## config.mk

```make
export PLATFORM = sky130hd
export DESIGN_NAME = stream_mux_n_flat
export DESIGN_NICKNAME = d
export VERILOG_FILES = /design/src/rtl/stream_mux_pkg.sv /design/src/rtl/stream_mux_n_if.sv /design/src/rtl/stream_mux_n_rr_arbiter.sv /design/src/rtl/stream_mux_n.sv /design/src/flat_wrapper.sv
export SDC_FILE = /design/constraint.sdc
export NUM_CORES = 1
export LEC_CHECK = 0
export BUFFER_PORTS_ARGS = -buffer_cell sky130_fd_sc_hd__buf_2
export CAP_MARGIN = 20
export CORE_MARGIN = 5
export CORE_UTILIZATION = 46
export CTS_CLUSTER_DIAMETER = 200
export CTS_CLUSTER_SIZE = 25
export DETAILED_ROUTE_END_ITERATION = 12
export GPL_ROUTABILITY_DRIVEN = 0
export GPL_TIMING_DRIVEN = 0
export PLACE_DENSITY = 0.82
export SYNTH_ARGS = -nofsm -noshare
export SYNTH_HDL_FRONTEND = slang
export SYNTH_SLANG_ARGS = --single-unit
```

## constraint.sdc

```tcl
create_clock -name clk -period 3.8 [get_ports clk]
set_input_delay 0.38 -clock clk [delete_from_list [all_inputs] [get_ports clk]]
set_output_delay 0.38 -clock clk [all_outputs]
set_load 0.005 [all_outputs]
```

## src/rtl/stream_mux_pkg.sv

```systemverilog
// Shared constants and helpers for the N-input stream multiplexer.
// Optional feature macro: STREAM_MUX_LAST_EN (adds in_last/out_last and packet lock).
package stream_mux_pkg;

  // Run-time mode encodings driven on the mode input.
  localparam logic MODE_SELECT = 1'b0;
  localparam logic MODE_RR     = 1'b1;

  // Index width for n channels, never narrower than one bit.
  function automatic int clog2_min1(input int n);
    int w;
    w = $clog2(n);
    return (w < 1) ? 1 : w;
  endfunction

endpackage

```

## src/rtl/stream_mux_n_if.sv

```systemverilog
// Bundle of all stream signals around stream_mux_n.
// slave  : the multiplexer itself.
// master : the environment (producers + consumer).
// Optional feature macro: STREAM_MUX_LAST_EN (adds in_last/out_last).
interface stream_mux_n_if #(
  parameter int N = 4,
  parameter int W = 8
);
  import stream_mux_pkg::*;

  localparam int SELW = clog2_min1(N);

  logic              mode;
  logic [SELW-1:0]   sel;
  logic [N-1:0]      in_valid;
  logic [N*W-1:0]    in_data;
  logic [N-1:0]      in_ready;
  logic              out_valid;
  logic [W-1:0]      out_data;
  logic [SELW-1:0]   out_src;
  logic              out_ready;
`ifdef STREAM_MUX_LAST_EN
  logic [N-1:0]      in_last;
  logic              out_last;
`endif

  modport slave (
    input  mode, sel, in_valid, in_data, out_ready,
`ifdef STREAM_MUX_LAST_EN
    input  in_last,
    output out_last,
`endif
    output in_ready, out_valid, out_data, out_src
  );

  modport master (
    output mode, sel, in_valid, in_data, out_ready,
`ifdef STREAM_MUX_LAST_EN
    output in_last,
    input  out_last,
`endif
    input  in_ready, out_valid, out_data, out_src
  );

endinterface

```

## src/rtl/stream_mux_n_rr_arbiter.sv

```systemverilog
// Rotate-priority search: first requester strictly after ptr, wrapping at N.
module rr_arbiter
  import stream_mux_pkg::*;
#(
  parameter int N = 4
) (
  input  logic [N-1:0]                  req,
  input  logic [clog2_min1(N)-1:0]      ptr,
  input  logic                          enable,
  output logic                          gnt_valid,
  output logic [clog2_min1(N)-1:0]      gnt_idx
);

  localparam int SELW = clog2_min1(N);
  localparam logic [SELW-1:0] LAST_IDX = SELW'(N - 1);

  logic [SELW-1:0] idx_s;
  logic            hit_s;

  // Walk ptr+1 .. ptr+N (mod N) and keep the first index whose request is set.
  always_comb begin
    gnt_valid = 1'b0;
    gnt_idx   = '0;
    idx_s     = ptr;
    hit_s     = 1'b0;
    for (int i = 0; i < N; i++) begin
      // Explicit compare-and-reset so non-power-of-two N wraps correctly.
      if (idx_s == LAST_IDX) begin
        idx_s = '0;
      end else begin
        idx_s = idx_s + 1'b1;
      end
      hit_s     = enable && !gnt_valid && req[idx_s];
      gnt_idx   = hit_s ? idx_s : gnt_idx;
      gnt_valid = gnt_valid || hit_s;
    end
  end

endmodule

```

## src/rtl/stream_mux_n.sv

```systemverilog
// N-input valid/ready stream multiplexer with a one-entry registered output.
// mode selects between an externally chosen channel (sel) and round-robin.
// Optional feature macro: STREAM_MUX_LAST_EN -- when defined, in_last/out_last
// are present and a multi-beat packet locks the grant to its channel until
// its last beat transfers.
module stream_mux_n
  import stream_mux_pkg::*;
#(
  parameter int N = 4,
  parameter int W = 8
) (
  input  logic           clk,
  input  logic           rst_n,
  stream_mux_n_if.slave  bus
);

  localparam int SELW = clog2_min1(N);
  localparam logic [SELW:0]   N_EXT    = (SELW + 1)'(N);
  localparam logic [SELW-1:0] PTR_INIT = SELW'(N - 1);

  // Output register and round-robin pointer.
  logic            out_valid_q, out_valid_d;
  logic [W-1:0]    out_data_q,  out_data_d;
  logic [SELW-1:0] out_src_q,   out_src_d;
  logic [SELW-1:0] ptr_q,       ptr_d;

`ifdef STREAM_MUX_LAST_EN
  // Packet lock state: locked channel and the mode the packet started in.
  logic            lock_q,     lock_d;
  logic [SELW-1:0] lock_idx_q, lock_idx_d;
  logic            lock_rr_q,  lock_rr_d;
  logic            out_last_q, out_last_d;
  logic            ptr_rr_s;
`endif

  logic            load_s;
  logic            sel_ok_s;
  logic            rr_enable_s;
  logic            rr_valid_s;
  logic [SELW-1:0] rr_idx_s;
  logic            grant_valid_s;
  logic [SELW-1:0] grant_idx_s;
  logic [N-1:0]    in_ready_s;

  // The output slot can take a new beat when empty or being drained this cycle.
  assign load_s   = !out_valid_q || bus.out_ready;
  assign sel_ok_s = ({1'b0, bus.sel} < N_EXT);

`ifdef STREAM_MUX_LAST_EN
  assign rr_enable_s = load_s && !lock_q && (bus.mode == MODE_RR);
`else
  assign rr_enable_s = load_s && (bus.mode == MODE_RR);
`endif

  rr_arbiter #(.N(N)) u_rr_arbiter (
    .req       (bus.in_valid),
    .ptr       (ptr_q),
    .enable    (rr_enable_s),
    .gnt_valid (rr_valid_s),
    .gnt_idx   (rr_idx_s)
  );

  // Grant selection: lock (if any) beats mode; nothing is granted without load.
  always_comb begin
    grant_valid_s = 1'b0;
    grant_idx_s   = '0;
    if (!load_s) begin
      grant_valid_s = 1'b0;
      grant_idx_s   = '0;
    end
`ifdef STREAM_MUX_LAST_EN
    else if (lock_q) begin
      grant_valid_s = bus.in_valid[lock_idx_q];
      grant_idx_s   = lock_idx_q;
    end
`endif
    else if (bus.mode == MODE_RR) begin
      grant_valid_s = rr_valid_s;
      grant_idx_s   = rr_idx_s;
    end else if (sel_ok_s) begin
      grant_valid_s = bus.in_valid[bus.sel];
      grant_idx_s   = bus.sel;
    end else begin
      grant_valid_s = 1'b0;
      grant_idx_s   = '0;
    end
  end

  // One-hot ready back to the granted producer; grant already implies load.
  always_comb begin
    in_ready_s = '0;
    if (grant_valid_s) begin
      in_ready_s[grant_idx_s] = 1'b1;
    end else begin
      in_ready_s = '0;
    end
  end

  // Next state of the output slot, pointer and packet lock.
  always_comb begin
    out_valid_d = out_valid_q;
    out_data_d  = out_data_q;
    out_src_d   = out_src_q;
    ptr_d       = ptr_q;
`ifdef STREAM_MUX_LAST_EN
    lock_d      = lock_q;
    lock_idx_d  = lock_idx_q;
    lock_rr_d   = lock_rr_q;
    out_last_d  = out_last_q;
    ptr_rr_s    = lock_q ? lock_rr_q : (bus.mode == MODE_RR);
`endif

    if (load_s) begin
      out_valid_d = grant_valid_s;
    end else begin
      out_valid_d = out_valid_q;
    end

    // A grant always means a transfer: grant requires the channel's valid.
    if (grant_valid_s) begin
      out_data_d = bus.in_data[int'(grant_idx_s)*W +: W];
      out_src_d  = grant_idx_s;
`ifdef STREAM_MUX_LAST_EN
      out_last_d = bus.in_last[grant_idx_s];
      lock_d     = !bus.in_last[grant_idx_s];
      lock_idx_d = grant_idx_s;
      lock_rr_d  = ptr_rr_s;
      // Pointer moves only when a round-robin packet completes.
      if (ptr_rr_s && bus.in_last[grant_idx_s]) begin
        ptr_d = grant_idx_s;
      end else begin
        ptr_d = ptr_q;
      end
`else
      if (bus.mode == MODE_RR) begin
        ptr_d = grant_idx_s;
      end else begin
        ptr_d = ptr_q;
      end
`endif
    end else begin
      out_data_d = out_data_q;
      out_src_d  = out_src_q;
      ptr_d      = ptr_q;
    end
  end

  // State registers with asynchronous active-low reset.
  always_ff @(posedge clk or negedge rst_n) begin
    if (!rst_n) begin
      out_valid_q <= 1'b0;
      out_data_q  <= '0;
      out_src_q   <= '0;
      ptr_q       <= PTR_INIT;
`ifdef STREAM_MUX_LAST_EN
      lock_q      <= 1'b0;
      lock_idx_q  <= '0;
      lock_rr_q   <= 1'b0;
      out_last_q  <= 1'b0;
`endif
    end else begin
      out_valid_q <= out_valid_d;
      out_data_q  <= out_data_d;
      out_src_q   <= out_src_d;
      ptr_q       <= ptr_d;
`ifdef STREAM_MUX_LAST_EN
      lock_q      <= lock_d;
      lock_idx_q  <= lock_idx_d;
      lock_rr_q   <= lock_rr_d;
      out_last_q  <= out_last_d;
`endif
    end
  end

  assign bus.in_ready  = in_ready_s;
  assign bus.out_valid = out_valid_q;
  assign bus.out_data  = out_data_q;
  assign bus.out_src   = out_src_q;
`ifdef STREAM_MUX_LAST_EN
  assign bus.out_last  = out_last_q;
`endif

endmodule

```

## src/flat_wrapper.sv

```systemverilog
// flat-port wrapper written by rule: the top's interface ports become plain ports
module stream_mux_n_flat import stream_mux_pkg::*;
#(
  parameter int N = 4,
  parameter int W = 8
)
  (clk, rst_n, bus_mode, bus_sel, bus_in_valid, bus_in_data, bus_out_ready, bus_in_ready, bus_out_valid, bus_out_data, bus_out_src);
  stream_mux_n_if #(.N(N), .W(W)) bus_i ();
  input  logic clk;
  input  logic rst_n;
  input wire logic [$bits(bus_i.mode)-1:0] bus_mode;
  input wire logic [$bits(bus_i.sel)-1:0] bus_sel;
  input wire logic [$bits(bus_i.in_valid)-1:0] bus_in_valid;
  input wire logic [$bits(bus_i.in_data)-1:0] bus_in_data;
  input wire logic [$bits(bus_i.out_ready)-1:0] bus_out_ready;
  output wire logic [$bits(bus_i.in_ready)-1:0] bus_in_ready;
  output wire logic [$bits(bus_i.out_valid)-1:0] bus_out_valid;
  output wire logic [$bits(bus_i.out_data)-1:0] bus_out_data;
  output wire logic [$bits(bus_i.out_src)-1:0] bus_out_src;
  assign bus_i.mode = bus_mode;
  assign bus_i.sel = bus_sel;
  assign bus_i.in_valid = bus_in_valid;
  assign bus_i.in_data = bus_in_data;
  assign bus_i.out_ready = bus_out_ready;
  assign bus_in_ready = bus_i.in_ready;
  assign bus_out_valid = bus_i.out_valid;
  assign bus_out_data = bus_i.out_data;
  assign bus_out_src = bus_i.out_src;
  stream_mux_n #(.N(N), .W(W)) u_core (.clk(clk), .rst_n(rst_n), .bus(bus_i));
endmodule
```

==> impl_metrics.tcl, run 1 <==
set metrics [dict create \
    worstPathCellList "ha_1, clkbuf_1, o21ai_0, nand2_1, o31a_1, a31oi_4, buf_4, nand2_1, a21oi_1, buf_2" \
    drv_slew 0 \
    grtUsageTotal 0.183 \
    maxSlewHeadroom 0.667 \
    syn_inst 125 \
    yosys_register_bits 13 \
    switching_share 0.435 \
    drc_errors 0 \
    hpwl_um 2770 \
    clk_path_buf_depth 2 \
    die_area_um2 3700 \
    globalRouteOverflowTotal 0 \
    grt-busiest-layer "met2" \
    postCtsSetupBuffers 0 \
    setup_violations 0 \
    hold_path_class "primary input to flop" \
    multi_input_area_um2 797 \
    comb_power_share 0.666 \
    crit_path_max_fanout 10 \
    avgSynthCellArea_um2 9.50 \
    synth_nets 168 \
    dp.cells 210 \
    start_util 0.479 \
    grt_use_met1 0.199 \
    antenna_found_initial 0 \
    power.switching_mw 0.429 \
    synth-edff-count 0 \
    synth_top_cell_by_area "dfrtp_1" \
    synthesis.area_um2 1190 \
    drtIter0Drc 37 \
    met3_usage 0.0468 \
    finalCritPeriodShare 0.919 \
    regArea_um2 328 \
    yosys-top-cells-area "dfrtp_1 (23%), mux2_2 (9.5%), mux2i_1 (9.3%), a21oi_1 (5.5%), dfstp_2 (4.4%)" \
    fin_nets 229 \
    pwr-share-seq 0.248 \
    ys_types 48 \
    power_density_nw_per_um2 641 \
    critPathBufInv 3 \
    synth_top_area_frac 0.232 \
    total_leakage_power_nw 0.701 \
    die_x_um 60.8 \
    clock-sinks 13 \
    ys.flop_type "dfrtp_1" \
    worst-slew-pin-transition_ns 0.487 \
    n_antenna_cell 0 \
    tns_ns 0 \
    fmax_ghz 0.286 \
    yosys_warnings 0 \
    boundaryPins 57 \
    rsz0062_at_grt "no" \
    critical_path.endpoint_type "primary output" \
    cts_tree "yes" \
    power.internal_mw 0.557 \
    post-route-min-period_ns 3.49 \
    clkPwrFrac 0.086 \
    hold_violations 0 \
    vias 1206 \
    cts_buffers 3 \
    drive_above_1_share 0.465 \
    met2_usage 0.336 \
    num_rows 18 \
    path_class "flop to primary output" \
    status "completed" \
    cp.required_ns 3.42 \
    routedWlPerCell_um 15.9 \
    crit_family "compound AO/OA/AOI/OAI gates" \
    synthArstFlopShare 1.00 \
    grt_max_degree 14 \
    cp_data_arrival_time_ns 3.11 \
    grt_pass1_wl_um 5090 \
    layoutNonFillerInstCount 215 \
    slowest_stage "dfstp_2" \
    setup_ws_ns 0.308 \
    htreeDepth 1 \
    place_ws_ns 0.631 \
    grt_pass1_vias 1181 \
    dieHeight_um 60.8 \
    syn2layout_area_growth_pct 29.4 \
    timing.max_cap.violations 0 \
    via_per_inst 5.61 \
    worst_clock_skew_ns 0.00143 \
    path_common_cell "nand2_1" \
    slowest_delay_ns 0.57 \
    insertion_delay_ns 0.27 \
    clockRootBuffer "clkbuf_4" \
    first_pass_iters 4 \
    io_buffer_count 55 \
    clk_pin_slew_ns 0.08 \
    core_um2 2480 \
    worstSetupStartpointType "flop" \
    final.fill_count 228 \
    wirelength_um 3420 \
    yosysSeqAreaShare 0.276 \
    ir_drop_uv 460 \
    postRouteAntennaNets 0 \
    hold_slack_ns 0.398 \
]
## path summary, 6_finish.rpt
kind | startpoint | to | slack (ns) | depth (start not counted)
min | bus_in_data[8] | u_core.bus.out_data[0] | 0.40 | 3
max reg2reg | u_core.ptr_q[0] | u_core.bus.out_data[2] | 0.87 | 9
max in group asynchronous | rst_n | u_core.ptr_q[1] | 2.98 | 2
min reg2reg | u_core.bus.out_src[0] | u_core.bus.out_src[0] | 0.51 | 1
min in group asynchronous | rst_n | u_core.bus.out_data[1] | 0.53 | 2
max | u_core.ptr_q[0] | bus_in_ready[3] | 0.31 | 10
## flip-flops by register name, summed over array words and instances (netlist names)
name / flops
u_core.bus.out_data: 8
u_core.bus.out_src: 2
u_core.ptr_q: 2
u_core.bus.out_valid: 1
## tightest hold or removal path: stages
cell and delay, ns:
buf_2 0.08, mux2i_1 0.05, a21oi_1 0.13
## placed cells by master, fill, tap and decap left out, types with 2 or more instances in the layout
cell type | Yosys | layout
buf_2 | 2 | 57
o21a_1 | 3 | 3
o22ai_1 | 8 | 8
clkbuf_4 | 0 | 3
nand2_1 | 12 | 12
dfstp_2 | 2 | 2
nor2_1 | 6 | 6
buf_6 | 2 | 2
dfrtp_1 | 11 | 11
nand2b_1 | 2 | 2
clkbuf_1 | 3 | 4
o21ai_0 | 3 | 3
nand3b_1 | 3 | 3
inv_1 | 2 | 2
a21oi_1 | 13 | 13
mux2i_1 | 11 | 11
mux2_2 | 10 | 10
## area by class of cell
type,count,area share
tap,30,0.0244
clock buffer,4,0.0171
timing repair buffer,56,0.186
inverter,2,0.00489
buffer,9,0.0358
sequential,13,0.213
multi-input combinational,101,0.519
## per-layer routing
| metal | wire length [µm] | share of wire |
|---|---|---|
| met5 | 0 | 0 |
| met4 | 93 | 0.027 |
| met3 | 219 | 0.064 |
| met2 | 1870 | 0.55 |
| met1 | 1240 | 0.36 |
## cells by family (layout without fill, tap and decap cells)
family,after synthesis,count (layout),share of synthesized area
adders and majority gates,1,1,0.0105
muxes,23,23,0.229
buffers and inverters,11,71,0.0527
and+or+nand+nor,40,40,0.202
DFF,13,13,0.276
AOI/OAI and AO/OA,37,37,0.230
## stage by stage
step	instance area [µm²]	utilization	power, mW
finish	1540	0.620	0.985
global route	1540	0.620	1.06
CTS	1540	0.620	0.987
detailed placement	1500	0.606	0.898
global placement	1500	0.606	0.867
floorplan	1190	-	0.721
## power groups by stage
stage | logic, mW | registers [mW] | clock network (mW)
4_1_cts | 0.656 | 0.243 | 0.0878
3_5_place_dp | 0.652 | 0.246 | 0
6_report | 0.656 | 0.245 | 0.0845
3_3_place_gp | 0.625 | 0.242 | 0
2_1_floorplan | 0.473 | 0.248 | 0
5_1_grt | 0.714 | 0.251 | 0.0988
## synth_stat cells, types with 2 or more instances
library cell and instances:
a21oi_1 13, buf_2 2, buf_6 2, clkbuf_1 3, dfrtp_1 11, dfstp_2 2, inv_1 2, mux2_2 10
mux2i_1 11, nand2_1 12, nand2b_1 2, nand3b_1 3, nor2_1 6, o21a_1 3, o21ai_0 3, o22ai_1 8
## timing repair
item / in CTS / in global routing
hold endpoints to repair: 11 / 0
hold buffers: 1 / 0
gates resized for setup: 0 / 0
No activity file was read; power rests on OpenSTA's default activity.
==> inputs of run 2 (changes only) <==
- CORE_ASPECT_RATIO: not set -> 0.9
- MAX_ROUTING_LAYER: not set -> met4
==> impl_metrics.tcl, run 2 (synthesis gave the netlist of run 1 again) <==
set metrics [dict create \
    status "completed" \
    die_x_um 63.6 \
    worstSetupStartpointType "flop" \
    grt_max_degree 14 \
    r2r-end "u_core.bus.out_data[0]" \
    core_um2 2470 \
    rsz0062_at_grt "no" \
    wirelength_um 3480 \
    layoutNonFillerInstCount 213 \
    n_antenna_cell 0 \
    dp.cells 208 \
    final.fill_count 203 \
    hold_start "bus_in_data[10]" \
    die_area_um2 3700 \
    grt_pass1_vias 1315 \
    cp_data_arrival_time_ns 3.13 \
    finalCritPeriodShare 0.924 \
    crit_path_max_fanout 10 \
    syn2layout_area_growth_pct 29.3 \
    postRouteAntennaNets 0 \
    fmax_ghz 0.285 \
    hold_violations 0 \
    hold_depth 3 \
    path_class "flop to primary output" \
    via_per_inst 5.93 \
    cp.required_ns 3.42 \
    setup_violations 0 \
    clk_pin_slew_ns 0.09 \
    first_pass_iters 4 \
    boundaryPins 57 \
    fin_nets 229 \
    drive_above_1_share 0.470 \
    design_area_um2 1540 \
    grtUsageTotal 0.188 \
    htreeDepth 1 \
    start_util 0.481 \
    num_rows 17 \
    total_leakage_power_nw 0.704 \
    maxSlewHeadroom 0.675 \
    clock-sinks 13 \
    mostFrequentLayoutCell "buf_2" \
    placed_area_um2 1500 \
    clk_path_buf_depth 2 \
    power_density_nw_per_um2 653 \
    grt_pass1_wl_um 5490 \
    r2r_slack_ns 0.87 \
    worst_r2r_path_depth 9 \
    worst-slew-pin-transition_ns 0.476 \
    tns_ns 0 \
    hold_path_class "primary input to flop" \
    rr_startpoint "u_core.ptr_q[0]" \
    critical_path.endpoint_type "primary output" \
    mostFrequentLayoutCells "buf_2 (57), a21oi_1 (13), nand2_1 (12)" \
    io_buffer_count 55 \
    dieHeight_um 58.2 \
    hpwl_um 2760 \
    clockRootBuffer "clkbuf_4" \
    ir_drop_uv 407 \
    drv_slew 0 \
    drc_errors 0 \
    drtIter0Drc 39 \
    whs_endpoint "u_core.bus.out_data[2]" \
    timing.max_cap.violations 0 \
    largest_reg_flops 8 \
    vias 1264 \
    post-route-min-period_ns 3.51 \
    routedWlPerCell_um 16.3 \
    antenna_found_initial 0 \
    worst_clock_skew_ns 0.00950 \
    cts_buffers 3 \
    globalRouteOverflowTotal 0 \
    cts_tree "yes" \
    insertion_delay_ns 0.29 \
]
==> run 2: area by class of cell <==
type	instances	area [µm²]	area share
Clock inverter	1	5.00	0.00326
Timing Repair Buffer	56	285	0.186
Sequential cell	13	328	0.214
Clock buffer	3	22.5	0.0147
Inverter	2	7.51	0.00489
Multi-Input combinational cell	101	797	0.519
Tap cell	28	35.0	0.0228
Buffer	9	55.1	0.0359
==> run 2: how the worst max path moves through the flow <==
stage,slack (ns),end,depth (start not counted),from
detailed placement,0.62,bus_in_ready[1],11,u_core.ptr_q[0]
CTS,0.31,bus_in_ready[1],11,u_core.ptr_q[0]
global placement,0.66,bus_in_ready[1],11,u_core.ptr_q[0]
finish,0.29,bus_in_ready[1],11,u_core.ptr_q[0]
floorplan,0.95,bus_in_ready[1],10,u_core.ptr_q[0]
global route,0.12,bus_in_ready[0],9,u_core.ptr_q[0]
==> run 2: critical path, stage by stage, from the launching register on <==
cell	delay, ns
dfstp_2	0.57
ha_1	0.27
clkbuf_1	0.23
or2b_1	0.27
a311oi_1	0.39
a2111oi_4	0.14
a221oi_2	0.36
nand2_2	0.10
and2_4	0.15
buf_6	0.13
nor2b_4	0.12
buf_2	0.12
==> run 2: per-stage QoR <==
stage,hold slack (ns),worst slack [ns],util,total power [mW]
global route,0.404,0.120,0.622,1.07
finish,0.396,0.288,0.622,1.00
CTS,0.400,0.309,0.622,0.994
global placement,0.280,0.659,0.607,0.870
floorplan,0.0844,0.947,-,0.721
detailed placement,0.285,0.617,0.607,0.905
==> run 2: repair_timing <==
| item | CTS | global route |
|---|---|---|
| setup buffers | 0 | 0 |
| hold buffers | 1 | 0 |
| endpoints found under the hold margin | 11 | 0 |
| resized for setup | 0 | 0 |
==> run 2: power breakdown <==
group | switching [mW] | internal [mW]
clock network | 0.0491 | 0.0391
logic | 0.361 | 0.307
registers | 0.0380 | 0.209
total | 0.448 | 0.555
==> run 2: metal layers <==
layer	part of all wire	vias to the layer above	global-route usage
met1	0.38	613	0.196
li1	-	592	-
met3	0.060	6	0.0465
met5	0	-	-
met4	0.012	0	0.0475
met2	0.55	53	0.354
==> inputs of run 3 (changes only) <==
- CORE_UTILIZATION: 46 -> 48
- CTS_BUF_LIST: not set -> sky130_fd_sc_hd__clkbuf_2 sky130_fd_sc_hd__clkbuf_4 sky130_fd_sc_hd__clkbuf_8
- PLACE_DENSITY: 0.82 -> 0.85
==> impl_metrics.tcl, run 3 (synthesis gave the netlist of run 1 again) <==
set metrics [dict create \
    worstSetupStartpointType "flop" \
    postCtsSetupBuffers 0 \
    die_x_um 62.4 \
    grt_pass1_vias 1316 \
    core_um2 2400 \
    syn2layout_area_growth_pct 29.5 \
    vias 1267 \
    grtUsageTotal 0.201 \
    total_leakage_power_nw 0.705 \
    drc_errors 0 \
    grt_max_degree 14 \
    met2_usage 0.374 \
    maxSlewHeadroom 0.570 \
    cts_tree "yes" \
    first_pass_iters 4 \
    antenna_found_initial 0 \
    slowest_delay_ns 0.56 \
    cp_data_arrival_time_ns 3.19 \
    fin_nets 229 \
    start_util 0.494 \
    post-route-min-period_ns 3.57 \
    clk_path_buf_depth 2 \
    path_class "flop to primary output" \
    drv_slew 0 \
    cts_buffers 3 \
    fin_util 0.640 \
    clock-sinks 13 \
    wirelength_um 3520 \
    dieHeight_um 57.2 \
    tns_ns 0 \
    worst_clock_skew_ns 0.00503 \
    final.fill_count 205 \
    grt_use_met1 0.195 \
    worstPathCellList "ha_1, clkbuf_1, or2b_1, a311oi_1, a2111oi_4, a221oi_2, nand2_2, and2_4, buf_6, nor2b_4, buf_2" \
    mostFrequentLayoutCell "buf_2" \
    hpwl_um 2780 \
    boundaryPins 57 \
    power_density_nw_per_um2 651 \
    multi_input_area_um2 797 \
    drive_above_1_share 0.470 \
    drtIter0Drc 40 \
    via_per_inst 5.95 \
    mostFrequentLayoutCells "buf_2 (57), a21oi_1 (13), nand2_1 (12)" \
    ir_drop_uv 425 \
    regArea_um2 328 \
    status "completed" \
    hold_path_class "primary input to flop" \
    rsz0062_at_grt "no" \
    io_buffer_count 55 \
    finalCritPeriodShare 0.940 \
    cp.required_ns 3.42 \
    hold_violations 0 \
    die_area_um2 3570 \
    htreeDepth 1 \
    worst-slew-pin-transition_ns 0.629 \
    critical_path.endpoint_type "primary output" \
    postRouteAntennaNets 0 \
    grt_pass1_wl_um 5780 \
    slowest_stage "dfstp_2" \
    setup_violations 0 \
    timing.max_cap.violations 0 \
    insertion_delay_ns 0.28 \
    clk_pin_slew_ns 0.08 \
    largest_reg_flops 8 \
    num_rows 17 \
    globalRouteOverflowTotal 0 \
    power_mw 1.00 \
    clockRootBuffer "clkbuf_4" \
    routedWlPerCell_um 16.5 \
    crit_path_max_fanout 10 \
    grt-busiest-layer "met2" \
    fmax_ghz 0.280 \
    met3_usage 0.0571 \
    n_antenna_cell 0 \
]
[run 3: cell count changes in the layout (fill, tap and decap cells not counted)]
cell      previous run  this run
clkbuf_4             3         4
clkinv_2             1         0
[run 3: path summary, 6_finish.rpt]
| kind | startpoint | slack (ns) | depth (start not counted) | end |
|---|---|---|---|---|
| worst max-delay path | u_core.ptr_q[0] | 0.23 | 11 | bus_in_ready[1] |
| worst min-delay path | bus_in_data[24] | 0.41 | 3 | u_core.bus.out_data[0] |
| worst max register to register | u_core.ptr_q[0] | 0.81 | 9 | u_core.bus.out_data[1] |
| worst min register to register | u_core.bus.out_src[1] | 0.51 | 2 | u_core.bus.out_src[1] |
| max in group asynchronous | rst_n | 2.97 | 2 | u_core.ptr_q[1] |
| min in group asynchronous | rst_n | 0.54 | 2 | u_core.bus.out_data[0] |
[run 3: layout make-up]
type,count,share of cell area
Buffer,9,0.0358
Clock buffer,4,0.0195
Inverter,2,0.00488
Multi-Input combinational cell,101,0.518
Sequential cell,13,0.213
Tap cell,28,0.0228
Timing Repair Buffer,56,0.186
[run 3: critical path, delay by kind of cell (launching register included)]
kind	cells	cell delay (ns)
compound gates	3	0.94
simple gates	4	0.66
flops	1	0.56
buf+inv	3	0.47
fa+ha+maj	1	0.27
[run 3: report_power, final]
| group | total [mW] | leakage [nW] | internal, mW | switching (mW) |
|---|---|---|---|---|
| Clock | 0.0945 | 0.0184 | 0.0479 | 0.0467 |
| Combinational | 0.663 | 0.543 | 0.307 | 0.356 |
| Sequential | 0.243 | 0.143 | 0.209 | 0.0343 |
[run 3: metrics by stage]
| step | setup WS [ns] | std cells | area, µm² | hold slack, ns |
|---|---|---|---|---|
| after floorplan | 0.947 | 125 | 1190 | 0.0844 |
| after global placement | 0.651 | 208 | 1500 | 0.283 |
| after detailed placement | 0.595 | 208 | 1500 | 0.286 |
| after CTS | 0.245 | 213 | 1540 | 0.404 |
| after global routing | 0.0275 | 213 | 1540 | 0.402 |
| final | 0.228 | 213 | 1540 | 0.408 |
[run 3: what timing repair did]
action                                 4_1_cts  5_1_grt
resized for setup                            0        0
endpoints found under the hold margin       11        0
hold buffers                                 1        0
[run 3: metal layers]
metal	vias to the layer above	wire length (µm)
met4	0	57
met5	-	0
met1	619	1320
met3	7	187
met2	42	1950
li1	599	-
